**src/rtl/dsp_ccff_readback.sv**
```systemverilog
// Configuration-chain readback: rotates the DSP tile chain once through itself
// and streams the captured bits out as LSB-first bytes over valid/ready.
module dsp_ccff_readback #(
  parameter int CHAIN_LEN = 64,
  parameter int CNT_W     = 10
) (
  input  logic       prog_clk,
  input  logic       pReset_n,
  input  logic       start,
  input  logic       abort,
  input  logic       ccff_tail,
  output logic       ccff_head,
  output logic       ccff_shift_en,
  output logic [7:0] out_data,
  output logic       out_valid,
  input  logic       out_ready,
  output logic       out_last,
  output logic       busy,
  output logic       done
);

  typedef enum logic [1:0] {
    IDLE,
    SHIFT,
    HOLD,
    DONE
  } state_e;

  localparam logic [CNT_W-1:0] LAST_CNT = CNT_W'(CHAIN_LEN - 1);

  state_e           state_q, state_d;
  logic [CNT_W-1:0] cnt_q, cnt_d;
  logic [2:0]       bidx_q, bidx_d;
  logic [7:0]       acc_q, acc_d;
  logic             held_q, held_d;
  logic [7:0]       hbyte_q, hbyte_d;
  logic             hlast_q, hlast_d;
  logic [7:0]       odata_q, odata_d;
  logic             ovalid_q, ovalid_d;
  logic             olast_q, olast_d;

  logic [7:0] acc_bit;
  logic       final_bit;
  logic       byte_done;
  logic       accept;
  logic       oreg_free;

  always_comb begin
    acc_bit   = acc_q | (8'(ccff_tail) << bidx_q);
    final_bit = (cnt_q == LAST_CNT);
    byte_done = (bidx_q == 3'd7) || final_bit;
    accept    = ovalid_q & out_ready;
    oreg_free = ~ovalid_q | out_ready;
  end

  always_comb begin
    state_d  = state_q;
    cnt_d    = cnt_q;
    bidx_d   = bidx_q;
    acc_d    = acc_q;
    held_d   = held_q;
    hbyte_d  = hbyte_q;
    hlast_d  = hlast_q;
    odata_d  = odata_q;
    ovalid_d = ovalid_q;
    olast_d  = olast_q;

    if (accept) begin
      ovalid_d = 1'b0;
      olast_d  = 1'b0;
    end

    unique case (state_q)
      IDLE: begin
        if (start) begin
          state_d = SHIFT;
          cnt_d   = '0;
          bidx_d  = '0;
          acc_d   = '0;
          held_d  = 1'b0;
        end
      end
      SHIFT: begin
        cnt_d  = cnt_q + CNT_W'(1);
        bidx_d = bidx_q + 3'd1;
        acc_d  = acc_bit;
        if (byte_done) begin
          acc_d  = '0;
          bidx_d = '0;
          if (oreg_free) begin
            odata_d  = acc_bit;
            ovalid_d = 1'b1;
            olast_d  = final_bit;
            if (final_bit) begin
              state_d = HOLD;
            end
          end else begin
            held_d  = 1'b1;
            hbyte_d = acc_bit;
            hlast_d = final_bit;
            state_d = HOLD;
          end
        end
      end
      HOLD: begin
        // Without a held byte, HOLD just waits for the last byte to drain.
        if (held_q) begin
          if (accept) begin
            odata_d  = hbyte_q;
            ovalid_d = 1'b1;
            olast_d  = hlast_q;
            held_d   = 1'b0;
            if (!hlast_q) begin
              state_d = SHIFT;
            end
          end
        end else if (accept && olast_q) begin
          state_d = DONE;
        end
      end
      DONE: begin
        state_d = IDLE;
      end
      default: begin
        state_d = IDLE;
      end
    endcase

    if (abort && (state_q != IDLE)) begin
      state_d  = IDLE;
      cnt_d    = '0;
      bidx_d   = '0;
      acc_d    = '0;
      held_d   = 1'b0;
      hlast_d  = 1'b0;
      ovalid_d = 1'b0;
      olast_d  = 1'b0;
    end
  end

  always_ff @(posedge prog_clk or negedge pReset_n) begin
    if (!pReset_n) begin
      state_q  <= IDLE;
      cnt_q    <= '0;
      bidx_q   <= '0;
      acc_q    <= '0;
      held_q   <= 1'b0;
      hbyte_q  <= '0;
      hlast_q  <= 1'b0;
      odata_q  <= '0;
      ovalid_q <= 1'b0;
      olast_q  <= 1'b0;
    end else begin
      state_q  <= state_d;
      cnt_q    <= cnt_d;
      bidx_q   <= bidx_d;
      acc_q    <= acc_d;
      held_q   <= held_d;
      hbyte_q  <= hbyte_d;
      hlast_q  <= hlast_d;
      odata_q  <= odata_d;
      ovalid_q <= ovalid_d;
      olast_q  <= olast_d;
    end
  end

  assign ccff_shift_en = (state_q == SHIFT);
  assign ccff_head     = ccff_shift_en & ccff_tail;
  assign out_data      = odata_q;
  assign out_valid     = ovalid_q;
  assign out_last      = olast_q;
  assign busy          = (state_q != IDLE);
  assign done          = (state_q == DONE);

endmodule
```
**config.mk**
```make
export PLATFORM = sky130hd
export DESIGN_NAME = dsp_ccff_readback
export DESIGN_NICKNAME = d
export VERILOG_FILES = /design/src/rtl/dsp_ccff_readback.sv
export SDC_FILE = /design/constraint.sdc
export NUM_CORES = 1
export LEC_CHECK = 0
export ABC_AREA = 1
export CAP_MARGIN = 20
export CORE_MARGIN = 10
export CORE_UTILIZATION = 42
export CTS_BUF_LIST = sky130_fd_sc_hd__clkbuf_2 sky130_fd_sc_hd__clkbuf_4 sky130_fd_sc_hd__clkbuf_8
export DETAILED_ROUTE_END_ITERATION = 8
export GPL_TIMING_DRIVEN = 0
export HOLD_SLACK_MARGIN = 0.08
export PLACE_DENSITY_LB_ADDON = 0.05
export SYNTH_ARGS = -nofsm -noshare
export SYNTH_HDL_FRONTEND = slang
export SYNTH_SLANG_ARGS = --single-unit
```
**constraint.sdc**
```tcl
create_clock -name prog_clk -period 2.08 [get_ports prog_clk]
set_clock_uncertainty 0.15 [all_clocks]
set_input_delay 0.312 -clock prog_clk [delete_from_list [all_inputs] [get_ports prog_clk]]
set_output_delay 0.312 -clock prog_clk [all_outputs]
set_load 0.02 [all_outputs]
```
# Word level (Yosys, flattened, before mapping)
# Index checks and enable logic that the tools add are counted.
# totals
ff_bits	43
elab_cells	103
# classes
mux	51
shifts	1
eq_ne	17
n_reduce_logical	16
n_bitwise	6
addsub	2
# op_table
cell	count
8-bit two-way mux	7
8-bit one-hot mux with 2 select lines	2
1-bit two-way mux	22
10-bit two-way mux	2
10-bit one-hot mux with 2 select lines	1
2-bit two-way mux	9
4-bit != test, second input constant	3
10-bit by 1-bit adder with 10-bit output, second input constant	1
10-bit by 6-bit equality test with 1-bit output, second input constant	1
3-bit two-way mux	3
8-bit OR	1
2-bit one-hot mux with 4 select lines	1
2-bit nonzero test	4
1-bit by 3-bit << shifter with 8-bit output	1
2-bit by 1-bit != test with 1-bit output, second input constant	3
3-bit one-hot mux with 2 select lines	1
3-bit AND reduction	2
6-bit AND reduction	1
5-bit AND reduction	1
2-bit equality test, second input constant	2
2-bit != test, second input constant	2
4-bit by 3-bit != test with 1-bit output, second input constant	1
1-bit one-hot mux with 2 select lines	2
4-bit AND reduction	1
16 further kinds	19

# Depth between registers and ports, before layout
# Gate-level depths: netlist (run 1).
# depth
ltp_word	6
ltp_mapped	11

# Worst setup path after synthesis (run 1)
# OpenSTA, ideal clock, no wires.
# synth_path
path_type	reg2reg
from	register state_q[1]
to	register odata_q[0] (netlist: out_data[0])
stages_incl_launch_ff	10
arrival_ps	1606
setup_ps	133
slack_ps	191
period_less_slack_ps	1889
required_ps	1797
cell_sequence	dfrtp_1 inv_1 ha_1 inv_2 nor2_1 nor3b_1 o21ai_2 buf_6 nand2_1 o21ai_0
# synth_between
elab_chain_len	3
elab_cells_between_ends	9
# synth_lines
item	line	source
from (decl)	31	state_e state_q, state_d;
from (signal assigned)	154	state_q <= state_d;
2-bit by 1-bit equality test with 1-bit output (*)	--	
net ccff_shift_en	13	output logic ccff_shift_en,
2-bit by 1-bit != test with 1-bit output (no source line) or 2-bit nonzero test (tied branches)	--	
5-bit AND reduction (no source line)	--	
to (signal assigned)	161	odata_q <= odata_d;
to (decl)	38	logic [7:0] odata_q, odata_d;
# The timed path passes the listed nets; every way through them passes the cells marked *.
# A chain may end at the register's enable or synchronous reset.

# Final worst setup path (run 1)
# layout_path
from	register state_q[1]
to	output ccff_head
# layout_between
elab_chain_len	2
# layout_lines
item	line	source
2-bit by 1-bit equality test with 1-bit output	167	assign ccff_shift_en = (state_q == SHIFT);
1-bit AND	168	assign ccff_head = ccff_shift_en & ccff_tail;
to (decl)	12	output logic ccff_head,
# Every way passes these cells.

==> results of run 1 <==
[sequential cells by signal, indices dropped and copies added (netlist names)]
name / cells
cnt_q: 10
acc_q: 8
hbyte_q: 8
out_data: 8
bidx_q: 3
state_q: 2
held_q: 1
hlast_q: 1
out_last: 1
out_valid: 1
[repair_timing]
action | CTS | global route
hold buffers | 1 | 0
gates cloned | 0 | 0
buffers inserted | 0 | 2
hold endpoints to repair | 16 | 0
endpoints found under the setup margin | 11 | 29
gates resized for setup | 5 | 4
pin swaps | 0 | 1
[logic make-up (layout without fill, tap and decap cells)]
group | Yosys count | count (layout) | synth area share (%)
AOI/OAI and AO/OA | 72 | 72 | 18.3
xor gates and xnor gates | 1 | 1 | 0.373
adders and majority gates | 7 | 7 | 3.73
buffers and inverters | 48 | 79 | 8.94
DFF | 43 | 43 | 45.8
and+or+nand+nor | 118 | 118 | 22.9
[final timing paths]
check	startpoint	to	slack (ps)	cells past startpoint
max in group asynchronous	pReset_n	acc_q[1]$_DFFE_PN0P_	960	3
setup reg to reg	state_q[1]$_DFFE_PN0P_	out_data[2]$_DFFE_PN0P_	130	8
hold reg to reg	out_data[6]$_DFFE_PN0P_	out_data[6]$_DFFE_PN0P_	340	2
min in group prog_clk	out_data[6]$_DFFE_PN0P_	out_data[6]$_DFFE_PN0P_	340	2
setup / recovery	state_q[1]$_DFFE_PN0P_	ccff_head	110	5
hold / removal	pReset_n	state_q[0]$_DFFE_PN0P_	330	2
[cell type report]
type / instances / area (sq um)
Fill cell: 536 / 2700
Multi-Input combinational cell: 198 / 1080
Sequential cell: 43 / 1080
Timing Repair Buffer: 23 / 226
Inverter: 41 / 154
Tap cell: 72 / 90.1
Clock buffer: 6 / 76.3
Buffer: 7 / 56.3
Clock inverter: 2 / 12.5
[per-stage QoR]
step	TNS, ps	cells	power (mW)
2_1_floorplan	0	289	2.10
3_3_place_gp	-30450	380	2.56
3_5_place_dp	-441	381	2.56
4_1_cts	0	390	3.11
5_1_grt	-14.2	392	3.41
6_report	0	392	3.12
[power by group]
group	internal [mW]	switching (mW)
Clock	0.248	0.298
Combinational	0.554	0.967
Sequential	0.955	0.0964
Total	1.76	1.36
[routing by layer]
metal | part of all wire (%) | track usage (%) | wire length [microns]
met4 | 1.1 | 3.62 | 54
met2 | 44 | 18.4 | 2220
met3 | 4.8 | 3.57 | 239
met1 | 50 | 16.8 | 2510
met5 | 0 | 0 | 0
[worst max-delay path: stages (launching register included)]
cell,delay [ps]
dfrtp_2,460
inv_2,110
ha_4,200
nand2_1,70
inv_1,50
dlygate4sd2_1,320
[placed cells by master, fill, tap and decap left out, types with 6 or more instances in the layout]
master            n
nand2_1          63
clkdlybuf4s50_1  15
nor2_1           22
o21ai_0          27
dfrtp_1          41
inv_2             6
nand3_1          16
o21ai_2          12
a21oi_1          21
inv_1            35
==> impl.org, run 1 <==
** Cells and area
- From synthesis to final layout, the design area changed by 18.0%.
- Post-route cell area :: 2770 sq um
- Final nets :: 332
- End-of-flow core utilization :: 50.7%
- 0 antenna diodes ended up in the layout.
- Cells with a size suffix above 1 make up 15.0% of the layout.

** Die
- In this run the count of I/O pins placed on the die edge is 20.
- For this configuration, the core starts out at a cell density of 43.0%.
- After floorplanning, the core was divided into 27 placement rows.
- Measured along the x axis, the die boundary spans 94.8 microns.
- Y dimension of the die :: 94.8 microns
- The die covers 8990 sq um.
- Total core area :: 5470 sq um

** Pwr
- Power spread over the standard cell area amounts to 1120 nW/um^2.
- Summed over all cells, the static leakage comes to 1.26 nW.
- IR Drop Worst-Case VDD :: 0.525 mV

** Detailed routing
- The routed design has 5.03 mm of wire.
- In the routed design, unresolved DRC markers number 0.
- Average via count per standard cell :: 4.93
- The detailed router finished its first iteration with 96 violations.
- Across all layers, the routed design uses 1934 vias.
- The first detailed-routing pass took 4 iterations.
- The detail route stage leaves a number of antenna-violating nets equal to 0.
- Wire length per cell after detailed routing :: 12.8 microns

** GRT
- Number of global-route vias before repair :: 1896
- Entering global routing, the biggest net connects 28 pins.
- First-pass GRT wire length :: 8.94 mm
- Initial antenna violation count :: 0
- Global routing consumed, over all layers together, 12.3% of the routing resources.
- Grt total ovfl :: 0

** Placement
- IO Port Bufs :: 19
- Setup slack after placement :: -70.4 ps
- HPWL after detailed placement :: 3.73 mm
- At the end of routability-driven placement, the weighted congestion stood at 0.848.
- In this run the cell area measured after placement is 2650 sq um.

** Yosys
- In this run, synthesis produced a sequential element count of 43.
- Sequential share of the synthesized area :: 45.8%
- Summed instance area of the synthesized netlist :: 2350 sq um
- The synthesized design contains 0 enable-type register cells.
- Library cell with the highest instance count after synthesis :: nand2_1
- Commonest register cell after synthesis :: dfrtp_1
- The biggest area contributor in the post-synthesis netlist is dfrtp_1.
- Commonest cells in the synthesized netlist :: nand2_1 (63), dfrtp_1 (43), inv_1 (36), o21ai_0 (27), nor2_1 (22)
- Largest cells by area after synthesis :: dfrtp_1 (46%), nand2_1 (10%), inv_1 (5.7%)
- When the netlist entered floorplanning its net count stood at 302.
- Synth async-reset ratio :: 100%
- During synthesis, Yosys emitted a total of 0 warnings.
- The synthesized netlist contains 29 unique library cells.
- The synthesized design devotes to its leading area cell type 45.8% of total area.
- Average cell area after synthesis :: 8.13 sq um
- Synthesis produced a netlist whose cell count is 289.

** Worst hold path
- The path class of the tightest hold or removal check is input pin to asynchronous set/reset pin.

** STA
- Final-report max-slew violation count :: 0
- Hold slack final :: 332 ps
- Slew of the pin with the lowest slew margin :: 464 ps
- For the finished layout, the period the worst path requires is 1970 ps.
- Worst Slack Setup Final :: 111 ps
- The count of endpoints failing hold in the final timing report was 0.
- Setup repair after global routing missed its margin :: true
- Of the available clock period, the critical path in the final layout requires 94.7%.
- Maximum achievable frequency :: 508 MHz
- Setup violations remaining at the end of the flow were counted as 0.
- The worst pin sits at a relative slew slack of 69.1%.

** Worst setup path
- The worst setup path is captured at an output pin.
- Data arrival, critical path :: 1510 ps
- Startpoint-to-endpoint class of the critical path :: flop to output pin
- Maximum fanout along the worst path :: 6
- Critical Path RT :: 1620 ps
- The worst setup path is launched from a flop.

** Job
- Across the run, the number of max-cap violations was 0.

** CTS
- Skew-Pair Late Insertion Delay :: 300 ps
- Clock-pin slew was measured on the worst setup and hold paths at 80 ps.
- Largest buffer count on any clock path :: 2
- TritonCTS built the clock tree.
- Clock tree synthesis selected as its root buffer the cell clkbuf_8.
- The tree built by TritonCTS fans out to 43 sinks.
- Number of buffers created by CTS :: 5
- H-tree level count :: 2

** Run status
- The flow ran to the end, and the final reports show no timing, DRC or antenna violations.
Note: power is estimated with default switching activity, not from simulation.
==> run 2, diff against run 1 <==
- CAP_MARGIN: 20 -> default
- CTS_CLUSTER_SIZE: default -> 24
==> results of run 2 <==
No change in the layout: final DEF, timing and power equal those of run 1.
